**config.mk**
```make
export PLATFORM = sky130hd
export DESIGN_NAME = instr_sequencer_flat
export DESIGN_NICKNAME = d
export VERILOG_FILES = /design/src/rtl/tinycpu_pkg.sv /design/src/rtl/instr_sequencer_if.sv /design/src/rtl/instr_sequencer_prog_mem.sv /design/src/rtl/instr_sequencer.sv /design/src/flat_wrapper.sv
export SDC_FILE = /design/constraint.sdc
export NUM_CORES = 1
export LEC_CHECK = 0
export CAP_MARGIN = 20
export CORE_ASPECT_RATIO = 1.4
export CORE_MARGIN = 4
export CORE_UTILIZATION = 50
export CTS_BUF_LIST = sky130_fd_sc_hd__clkbuf_8
export DETAILED_ROUTE_END_ITERATION = 12
export PLACE_DENSITY_LB_ADDON = 0.15
export REMOVE_ABC_BUFFERS = 1
export SLEW_MARGIN = 10
export SYNTH_ARGS = -nofsm -noshare
export SYNTH_HDL_FRONTEND = slang
export SYNTH_HIERARCHICAL = 1
export SYNTH_SLANG_ARGS = --single-unit
```
**constraint.sdc**
```tcl
create_clock -name clk -period 2.3 [get_ports clk]
set_clock_uncertainty 0.05 [all_clocks]
set_input_delay 0.46 -clock clk [delete_from_list [all_inputs] [get_ports clk]]
set_output_delay 0.46 -clock clk [all_outputs]
set_load 0.02 [all_outputs]
```
**src/rtl/tinycpu_pkg.sv**
```systemverilog
// ---------------------------------------------------------------------------
// tinycpu_pkg
// Shared definitions for the TinyCPU instruction sequencer:
//   - seqState_t   : sequencer FSM states (IDLE / RUN / DONE)
//   - instrClass_t : coarse instruction class seen on the CPU `instr` bus
//   - opcode prefixes and the NOP encoding used while the CPU is parked
//   - decodeClass(): maps an instruction byte to its class
// No ports; imported by the sequencer top and available to benches.
// ---------------------------------------------------------------------------
`timescale 1ns/1ps

package tinycpu_pkg;

   // Sequencer control states.
   typedef enum logic [1:0] {
      IDLE = 2'd0,
      RUN  = 2'd1,
      DONE = 2'd2
   } seqState_t;

   // Instruction classes as far as the sequencer cares: only PRINT matters
   // for capture, LDI/ALU are distinguished for readability of the decoder.
   typedef enum logic [1:0] {
      CLASS_ALU   = 2'd0,
      CLASS_LDI   = 2'd1,
      CLASS_PRINT = 2'd2
   } instrClass_t;

   localparam logic [1:0] OP_LDI_PFX   = 2'b10;
   localparam logic [5:0] OP_PRINT_PFX = 6'b111100;
   localparam logic [7:0] INSTR_NOP    = 8'hF0;
   localparam logic [3:0] ALU_ADD      = 4'b0010;

   // LDI is checked first: its prefix can never overlap the PRINT prefix,
   // and everything that is neither falls through to the ALU class.
   function automatic instrClass_t decodeClass(input logic [7:0] instr);
      instrClass_t cls;
      cls = CLASS_ALU;
      if (instr[7:6] == OP_LDI_PFX) begin
         cls = CLASS_LDI;
      end else if (instr[7:2] == OP_PRINT_PFX) begin
         cls = CLASS_PRINT;
      end
      return cls;
   endfunction

endpackage

```
**src/rtl/instr_sequencer_if.sv**
```systemverilog
// ---------------------------------------------------------------------------
// instr_sequencer_if
// Bundles the host-side program/control signals and the TinyCPU-side
// instruction/result signals of the instruction sequencer.
//   Host -> sequencer : prog_we, prog_addr, prog_data, start, prog_len
//   Sequencer -> host : out_data, out_valid, busy, done
//   Sequencer -> CPU  : instr, pc
//   CPU -> sequencer  : cpu_res
// Modports:
//   slave  - the sequencer itself
//   master - the environment (host plus CPU) around the sequencer
// ---------------------------------------------------------------------------
`timescale 1ns/1ps

interface instr_sequencer_if #(
   parameter int AW = 4
);

   logic          prog_we;
   logic [AW-1:0] prog_addr;
   logic [7:0]    prog_data;
   logic          start;
   logic [AW:0]   prog_len;

   logic [7:0]    instr;
   logic [7:0]    cpu_res;

   logic [7:0]    out_data;
   logic          out_valid;
   logic          busy;
   logic          done;
   logic [AW-1:0] pc;

   modport slave (
      input  prog_we,
      input  prog_addr,
      input  prog_data,
      input  start,
      input  prog_len,
      input  cpu_res,
      output instr,
      output out_data,
      output out_valid,
      output busy,
      output done,
      output pc
   );

   modport master (
      output prog_we,
      output prog_addr,
      output prog_data,
      output start,
      output prog_len,
      output cpu_res,
      input  instr,
      input  out_data,
      input  out_valid,
      input  busy,
      input  done,
      input  pc
   );

endinterface

```
**src/rtl/instr_sequencer_prog_mem.sv**
```systemverilog
// ---------------------------------------------------------------------------
// prog_mem
// Small program store for the instruction sequencer: DEPTH x 8 bits,
// synchronous write, asynchronous (combinational) read so the addressed
// instruction reaches the CPU in the same cycle the pc changes.
// Contents are intentionally not reset.
// Ports:
//   clk    in  1   write clock
//   we     in  1   write enable
//   waddr  in  AW  write address
//   wdata  in  8   write data
//   raddr  in  AW  read address
//   rdata  out 8   read data (combinational from raddr)
// ---------------------------------------------------------------------------
`timescale 1ns/1ps

module prog_mem #(
   parameter int DEPTH = 16,
   parameter int AW    = 4
) (
   input  logic          clk,
   input  logic          we,
   input  logic [AW-1:0] waddr,
   input  logic [7:0]    wdata,
   input  logic [AW-1:0] raddr,
   output logic [7:0]    rdata
);

   logic [7:0] mem_q [DEPTH];

   // Plain write port; no reset so the array maps onto distributed RAM.
   always_ff @(posedge clk) begin
      if (we) begin
         mem_q[waddr] <= wdata;
      end
   end

   assign rdata = mem_q[raddr];

endmodule

```
**src/rtl/instr_sequencer.sv**
```systemverilog
// ---------------------------------------------------------------------------
// instr_sequencer
// Issuing end of TinyCPU's instruction interface. A host fills the program
// store while the block is idle, then pulses start. Each stored instruction
// is driven on `instr` for HOLD_CYCLES cycles so the CPU register file has
// settled before the next one; for PRINT instructions the CPU's combinational
// `res` is captured on the last hold cycle and handed to the host with a
// one-cycle out_valid pulse. A single-cycle DONE state closes every run.
// Parameters:
//   DEPTH        program store entries (power of two)
//   AW           log2(DEPTH)
//   HOLD_CYCLES  cycles each instruction stays on `instr` (>= 1)
// Ports:
//   clk    in   system clock, rising edge
//   rst_n  in   synchronous active-low reset
//   bus    slave modport of instr_sequencer_if:
//          prog_we/prog_addr/prog_data  program writes (IDLE only)
//          start/prog_len               launch a run (IDLE only)
//          instr/pc                     instruction and its index to the CPU
//          cpu_res                      CPU result, combinational from instr
//          out_data/out_valid           captured PRINT result and its pulse
//          busy/done                    run in progress / run finished pulse
// ---------------------------------------------------------------------------
`timescale 1ns/1ps

module instr_sequencer
   import tinycpu_pkg::*;
#(
   parameter int DEPTH       = 16,
   parameter int AW          = 4,
   parameter int HOLD_CYCLES = 2
) (
   input logic              clk,
   input logic              rst_n,
   instr_sequencer_if.slave bus
);

   // A counter of at least one bit keeps HOLD_CYCLES=1 legal; in that case
   // it simply sits at zero and every RUN cycle is a final hold cycle.
   localparam int            HW        = (HOLD_CYCLES > 1) ? $clog2(HOLD_CYCLES) : 1;
   localparam logic [HW-1:0] HOLD_LAST = HW'(HOLD_CYCLES - 1);
   localparam logic [AW:0]   LEN_MAX   = DEPTH[AW:0];

   seqState_t     state_q,    state_d;
   logic [AW-1:0] pc_q,       pc_d;
   logic [HW-1:0] holdCnt_q,  holdCnt_d;
   logic [AW:0]   len_q,      len_d;
   logic [7:0]    outData_q,  outData_d;
   logic          outValid_q, outValid_d;

   logic          memWe;
   logic [7:0]    memRdata;
   logic          lastHold;
   logic          lastInstr;
   logic          isPrint;

   prog_mem #(
      .DEPTH (DEPTH),
      .AW    (AW)
   ) uProgMem (
      .clk   (clk),
      .we    (memWe),
      .waddr (bus.prog_addr),
      .wdata (bus.prog_data),
      .raddr (pc_q),
      .rdata (memRdata)
   );

   // len_q is never zero in RUN (a zero-length start goes straight to DONE),
   // so len_q - 1 cannot underflow where lastInstr is actually used.
   assign lastHold  = (holdCnt_q == HOLD_LAST);
   assign lastInstr = ({1'b0, pc_q} == (len_q - 1'b1));
   assign isPrint   = (decodeClass(memRdata) == CLASS_PRINT);

   assign bus.pc        = pc_q;
   assign bus.out_data  = outData_q;
   assign bus.out_valid = outValid_q;

   // State register. Reset clears every control and output register but
   // leaves the program store alone, so a host can rerun without reloading.
   always_ff @(posedge clk) begin
      if (!rst_n) begin
         state_q    <= IDLE;
         pc_q       <= '0;
         holdCnt_q  <= '0;
         len_q      <= '0;
         outData_q  <= 8'h00;
         outValid_q <= 1'b0;
      end else begin
         state_q    <= state_d;
         pc_q       <= pc_d;
         holdCnt_q  <= holdCnt_d;
         len_q      <= len_d;
         outData_q  <= outData_d;
         outValid_q <= outValid_d;
      end
   end

   // Next-state and output logic. Outside RUN the CPU always sees NOP,
   // which is a PRINT with no side effect and is never captured here.
   always_comb begin
      state_d    = state_q;
      pc_d       = pc_q;
      holdCnt_d  = holdCnt_q;
      len_d      = len_q;
      outData_d  = outData_q;
      outValid_d = 1'b0;
      memWe      = 1'b0;
      bus.instr  = INSTR_NOP;
      bus.busy   = 1'b0;
      bus.done   = 1'b0;

      case (state_q)
         IDLE: begin
            // A write coinciding with start lands at this edge, and the
            // first instruction is only read next cycle, so it sees the data.
            memWe = bus.prog_we;
            if (bus.start) begin
               len_d     = (bus.prog_len > LEN_MAX) ? LEN_MAX : bus.prog_len;
               pc_d      = '0;
               holdCnt_d = '0;
               state_d   = (bus.prog_len == '0) ? DONE : RUN;
            end
         end

         RUN: begin
            bus.instr = memRdata;
            bus.busy  = 1'b1;
            if (lastHold) begin
               holdCnt_d = '0;
               if (isPrint) begin
                  outData_d  = bus.cpu_res;
                  outValid_d = 1'b1;
               end
               if (lastInstr) begin
                  pc_d    = '0;
                  state_d = DONE;
               end else begin
                  pc_d = pc_q + 1'b1;
               end
            end else begin
               holdCnt_d = holdCnt_q + 1'b1;
            end
         end

         DONE: begin
            bus.done = 1'b1;
            pc_d     = '0;
            state_d  = IDLE;
         end

         default: begin
            state_d = IDLE;
         end
      endcase
   end

endmodule

```
**src/flat_wrapper.sv**
```systemverilog
// flat-port wrapper written by rule: the top's interface ports become plain ports
module instr_sequencer_flat import tinycpu_pkg::*;
#(
   parameter int DEPTH       = 16,
   parameter int AW          = 4,
   parameter int HOLD_CYCLES = 2
)
  (clk, rst_n, bus_prog_we, bus_prog_addr, bus_prog_data, bus_start, bus_prog_len, bus_cpu_res, bus_instr, bus_out_data, bus_out_valid, bus_busy, bus_done, bus_pc);
  instr_sequencer_if #(.AW(AW)) bus_i ();
  input logic clk;
  input logic rst_n;
  input wire logic [$bits(bus_i.prog_we)-1:0] bus_prog_we;
  input wire logic [$bits(bus_i.prog_addr)-1:0] bus_prog_addr;
  input wire logic [$bits(bus_i.prog_data)-1:0] bus_prog_data;
  input wire logic [$bits(bus_i.start)-1:0] bus_start;
  input wire logic [$bits(bus_i.prog_len)-1:0] bus_prog_len;
  input wire logic [$bits(bus_i.cpu_res)-1:0] bus_cpu_res;
  output wire logic [$bits(bus_i.instr)-1:0] bus_instr;
  output wire logic [$bits(bus_i.out_data)-1:0] bus_out_data;
  output wire logic [$bits(bus_i.out_valid)-1:0] bus_out_valid;
  output wire logic [$bits(bus_i.busy)-1:0] bus_busy;
  output wire logic [$bits(bus_i.done)-1:0] bus_done;
  output wire logic [$bits(bus_i.pc)-1:0] bus_pc;
  assign bus_i.prog_we = bus_prog_we;
  assign bus_i.prog_addr = bus_prog_addr;
  assign bus_i.prog_data = bus_prog_data;
  assign bus_i.start = bus_start;
  assign bus_i.prog_len = bus_prog_len;
  assign bus_i.cpu_res = bus_cpu_res;
  assign bus_instr = bus_i.instr;
  assign bus_out_data = bus_i.out_data;
  assign bus_out_valid = bus_i.out_valid;
  assign bus_busy = bus_i.busy;
  assign bus_done = bus_i.done;
  assign bus_pc = bus_i.pc;
  instr_sequencer #(.DEPTH(DEPTH), .AW(AW), .HOLD_CYCLES(HOLD_CYCLES)) u_core (.clk(clk), .rst_n(rst_n), .bus(bus_i));
endmodule
```
# Yosys cells after proc, flatten, opt, wreduce, memory -nomap -nowiden
# Memories as Yosys holds them, arrays and structs flattened. A register that Yosys moved wholly into a read port is not among the register bits.
# Index checks and enable logic that the tools add are counted.
[word_totals]
reg_bits = 21
latchBits = 0
ramBits = 128
romBits = 0
input_bits = 29
output_inout_bits = 23
elab_cells = 54
n_memories = 1
[mem_list]
columns = ["name", "depth", "width", "read_ports", "rd_ports_with_merged_regs", "write_ports", "line", "rtl"]
rows = [
  ["u_core.uProgMem.mem_q", 16, 8, 1, 1, 1, "instr_sequencer_prog_mem.sv:29", "logic [7:0] mem_q [DEPTH];"],
]
[op_classes]
n_addsub = 3
mul = 0
div_mod_pow = 0
n_lt_le_gt_ge = 1
n_eq_ne = 9
n_shift = 0
n_mux = 24
bitwise = 0
n_reduce_logical = 10
[op_table]
columns = ["op", "n"]
rows = [
  ["$mux W4", 5],
  ["$mux W2", 6],
  ["$pmux W4 S3", 1],
  ["$reduce_and A3 Y1", 4],
  ["$mux W1", 8],
  ["$mux W8", 1],
  ["$eq A2 B2 Y1 const B", 3],
  ["$eq A6 B6 Y1 const B", 1],
  ["$eq A4 B5 Y1", 1],
  ["$gt A5 B5 Y1 const B", 1],
  ["$logic_not A5 Y1", 1],
  ["$mux W5", 1],
  ["$sub A5 B1 Y5 const B", 1],
  ["$add A4 B1 Y4 const B", 1],
  ["$ne A2 B1 Y1 const B", 2],
  ["$pmux W2 S2", 1],
  ["$reduce_and A2 Y1", 2],
  ["$reduce_bool A3 Y1", 1],
  ["$eq A2 B1 Y1 const B", 1],
  ["$logic_not A2 Y1", 1],
  ["$ne A2 B2 Y1 const B", 1],
  ["$pmux W1 S2", 1],
  ["$reduce_bool A2 Y1", 1],
  ["$add A1 B1 Y1 const B", 1],
]

# Longest topological paths before layout
[depth]
ltp_word = 7
ltp_mapped = 11

# By module
# Netlist, hierarchy kept.
[modules_own_cells]
columns = ["mod", "n_inst", "cells_per_inst", "area_each_um2"]
rows = [
  ["prog_mem", 1, 221, 4987.3],
  ["instr_sequencer", 1, 121, 1118.6],
]

# Worst setup path after synthesis
# No wires, ideal clock.
[synth_path]
path_type = "register to register"
start = "register, netlist name u_core/bus.pc[0]"
end = "register u_core.outData_q[0] (netlist: u_core/bus.out_data[0])"
setup_time_ps = 116
arrival_time_ps = 2445
setup_slack_ps = -311
stages_incl_launch_ff = 12
cell_sequence = "dfxtp_1 buf_6 buf_6 mux4_1 a22oi_1 nand2_1 nor2b_1 nand4_2 nor3_2 buf_6 mux2i_1 nor2b_1"
[synth_rtl]
columns = ["element", "line", "rtl"]
rows = [
  ["end signal: assignment", "instr_sequencer.sv:94", "outData_q <= outData_d;"],
  ["end: declaration", "instr_sequencer.sv:48", "logic [7:0] outData_q, outData_d;"],
]

==> out/qor.yml <==
logic_synthesis:
  synth.area.top_cells: "edfxtp_1 63%, dfxtp_1 6.9%, mux4_2 6.6%"
  avgSynthCellArea_um2: 17.9
  synth_area_um2: 6110
  yosysWarnings: 6
  async_flop_share: 0
  synth.distinct_cells: 44
  synth-main-ff-cell: "edfxtp_1"
  ys_ff_latch: 149
  synthCells: 342
  yosys.area.top_type: "edfxtp_1"
  yosysTopAreaCellShare: 0.630
  seq_area_frac_synth: 0.698
  synth-edff-count: 128
hold_path:
  holdPathStages: 2
  min_from: "u_core/len_q[4]"
  holdPathEnd: "u_core/len_q[4]"
  hp-class: "register to register"
final_layout:
  drive_gt1_frac: 0.343
  n_antenna_cell: 0
  fin_area_um2: 7630
  num-fill-cells: 846
  syn2layout_area_growth_pct: 25.0
  nNetsFinal: 479
timing:
  hold_viol: 0
  worst_pin_slew_ps: 607
  fmax_ghz: 0.371
  setup_viol: 17
  final_max_slew_viol_count: 0
  final.setup.worst_slack_ps: -393
  finalCritPeriodShare: 1.17
  rsz0062_at_grt: "yes"
  tns_ps: -4020
  relSlewSlack: 0.595
  min_period_ps: 2690
setup_path:
  crit_path_max_fanout: 6
  slowest_delay_ps: 510
  criticalPathCategory: "register to output pin"
  ff2ff_setup_slack_ps: -190
  worstReg2RegStart: "u_core/bus.pc[0]"
  arrival_ps: 2180
  cp-end-kind: "output pin"
  cp.required_ps: 1790
  r2r_cells: 10
  worstReg2RegEnd: "u_core/bus.out_data[7]"
  worstSetupStartpointType: "register"
  crit_chain: "buf_12 -> buf_6 -> mux4_2 -> a22oi_2 -> nand2_2 -> nand2b_4 -> buf_6"
  critical_path.most_common_cell: "buf_6"
  cp_slowest_cell: "mux4_2"
power:
  p_int_w: 0.00391
  seqPwrFrac: 0.579
  clkPwrFrac: 0.352
  switching_share: 0.238
  power_frac_comb: 0.068
  power_density_nw_per_um2: 673
  power.leakage_nw: 2.52
  power_switching_w: 0.00122
  max-vdd-ir-drop_mv: 0.477
placement:
  dpl.hpwl_mm: 8.48
  place_congestion: 0.814
  place_area_um2: 7060
  place_ws_ps: -407
  port_buffers: 51
global_route:
  gr-total-overflow: 0
  track_usage: 0.191
  grt_antenna_before_repair: 0
  grt_pass1_wl_mm: 19.7
  grt_max_degree: 20
  grt_pass1_vias: 3531
die:
  ios: 52
  fp.dieArea_um2: 14100
  row_count: 47
  initial_core_util: 0.514
  fp.dieW_um: 101
  die_y_um: 139
  core_um2: 11900
detailed_routing:
  drc: 0
  post_drt_wl_per_cell_um: 20.8
  route.vias.total: 3412
  drt_iter0_drc: 166
  drt-pass1-iter-count: 4
  routed_wl_mm: 12.7
  drtAntennaViolNets: 0
  vias_per_cell: 5.61
flow_run:
  maxCapViolations: 0
status:
  outcome: "finished, violations left"
  violations: "setup timing"
clock_tree:
  root_buffer: "clkbuf_8"
  cts_tree: "yes"
  clock-sinks: 149
  cts_inserted_buffers: 17
  clkSlewWorstSetupHoldPaths_ps: 90
  cts_max_path_buffers: 2
  cts_max_level: 4
  insertion_delay_ps: 440
kinds of logic after synthesis:
logic type               count (synthesis)  share of synthesized area
multiplexers                            40                      0.140
flip-flops                             149                      0.698
AO/OA/AOI/OAI                           31                     0.0350
AND/OR/NAND/NOR                         97                     0.0914
XOR/XNOR                                 6                     0.0111
adder cells (fa/ha/maj)                  2                    0.00410
buffers and inverters                   17                     0.0203
sequential cells by signal, summed over array words and instances, names as in the netlist:
name,flops
u_core/bus.out_data,8
u_core/bus.pc,4
u_core/len_q,5
u_core/uProgMem/mem_q,128
u_core/state_q,2
u_core/holdCnt_q,1
u_core/bus.out_valid,1
layout make-up:
type / instances / area [um2] / share of cell area
clock inverters: 15 / 120 / 0.0157
flip-flops and latches: 149 / 4270 / 0.559
well taps: 147 / 184 / 0.0241
repair buffers: 102 / 1010 / 0.133
multi-input cells: 176 / 1800 / 0.236
clock buffers: 17 / 234 / 0.0307
inverters: 2 / 7.51 / 0.000984
routing by layer:
layer	GRT usage	part of all wire	vias to the layer above
li1	-	-	1571
met1	0.233	0.40	1716
met2	0.329	0.54	111
met3	0.0508	0.051	14
met4	0.0553	0.011	0
met5	0	0	-
stage by stage:
stage / hold slack, ps / instances / total power [W] / utilization
5_1_grt: 467 / 608 / 0.00534 / 0.642
6_report: 450 / 608 / 0.00513 / 0.642
4_1_cts: 455 / 608 / 0.00516 / 0.640
2_1_floorplan: 404 / 327 / 0.00318 / -
3_5_place_dp: 443 / 566 / 0.00335 / 0.594
3_3_place_gp: 437 / 566 / 0.00334 / 0.594
cells in the mapped netlist (all sizes together), types with 2 or more instances:
library cell,n
nor2b,16
inv,2
nand3b,4
clkbuf,3
xor2,2
clkdlybuf4s25,3
a21boi,4
nor2,16
buf,9
mux2i,8
nor4b,2
and2b,2
nand4,2
nor3b,5
a21oi,5
edfxtp,128
mux4,32
nand3,5
dfxtp,21
ha,2
o21ai,2
nand2,17
o22ai,2
xnor2,3
nand2b,6
nor3,8
a22oi,16
and2,7
power groups by stage:
stage | clock network, W | logic (W) | registers (W)
2_1_floorplan | 0 | 0.000132 | 0.00304
3_3_place_gp | 0 | 0.000309 | 0.00303
3_5_place_dp | 0 | 0.000315 | 0.00303
4_1_cts | 0.00184 | 0.000353 | 0.00297
5_1_grt | 0.00198 | 0.000379 | 0.00298
6_report | 0.00181 | 0.000351 | 0.00297
placed cells by master, fill, tap and decap left out, types with 4 or more instances in the layout:
master,count
a21oi_1,5
a21boi_0,4
mux4_2,32
buf_4,38
nand3_1,4
nor2_1,15
nor2b_1,15
nand3b_1,4
clkbuf_8,17
nor3b_1,5
nand2_2,5
nand2_1,12
mux2i_1,6
nor3_1,7
edfxtp_1,128
a22oi_2,15
inv_6,6
clkdlybuf4s50_1,41
and2_4,4
buf_6,12
dfxtp_1,20
buf_12,7
worst max path at each step:
stage,endpoint,startpoint
finish,bus_instr[4],u_core/bus.pc[0]
detailed placement,bus_instr[2],u_core/bus.pc[0]
global route,bus_instr[4],u_core/bus.pc[0]
CTS,bus_instr[0],u_core/bus.pc[0]
floorplan,u_core/bus.out_data[0],u_core/bus.pc[0]
global placement,bus_instr[2],u_core/bus.pc[0]
critical path: cells and delay by family, from the launching register on:
| family | cells | cell delay [ps] |
|---|---|---|
| AO/OA/AOI/OAI | 1 | 180 |
| buffers and inverters | 3 | 370 |
| flip-flops | 1 | 430 |
| multiplexers | 1 | 510 |
| AND/OR/NAND/NOR | 2 | 260 |
what timing repair did:
action	in CTS	in global routing
gates resized for setup	75	31
endpoints found under the setup margin	18	18
hold buffers	0	0
hold endpoints to repair	0	0
pin swaps	15	14
gates cloned	3	0
buffers inserted	7	3
Note: power is estimated with default switching activity, not from simulation.
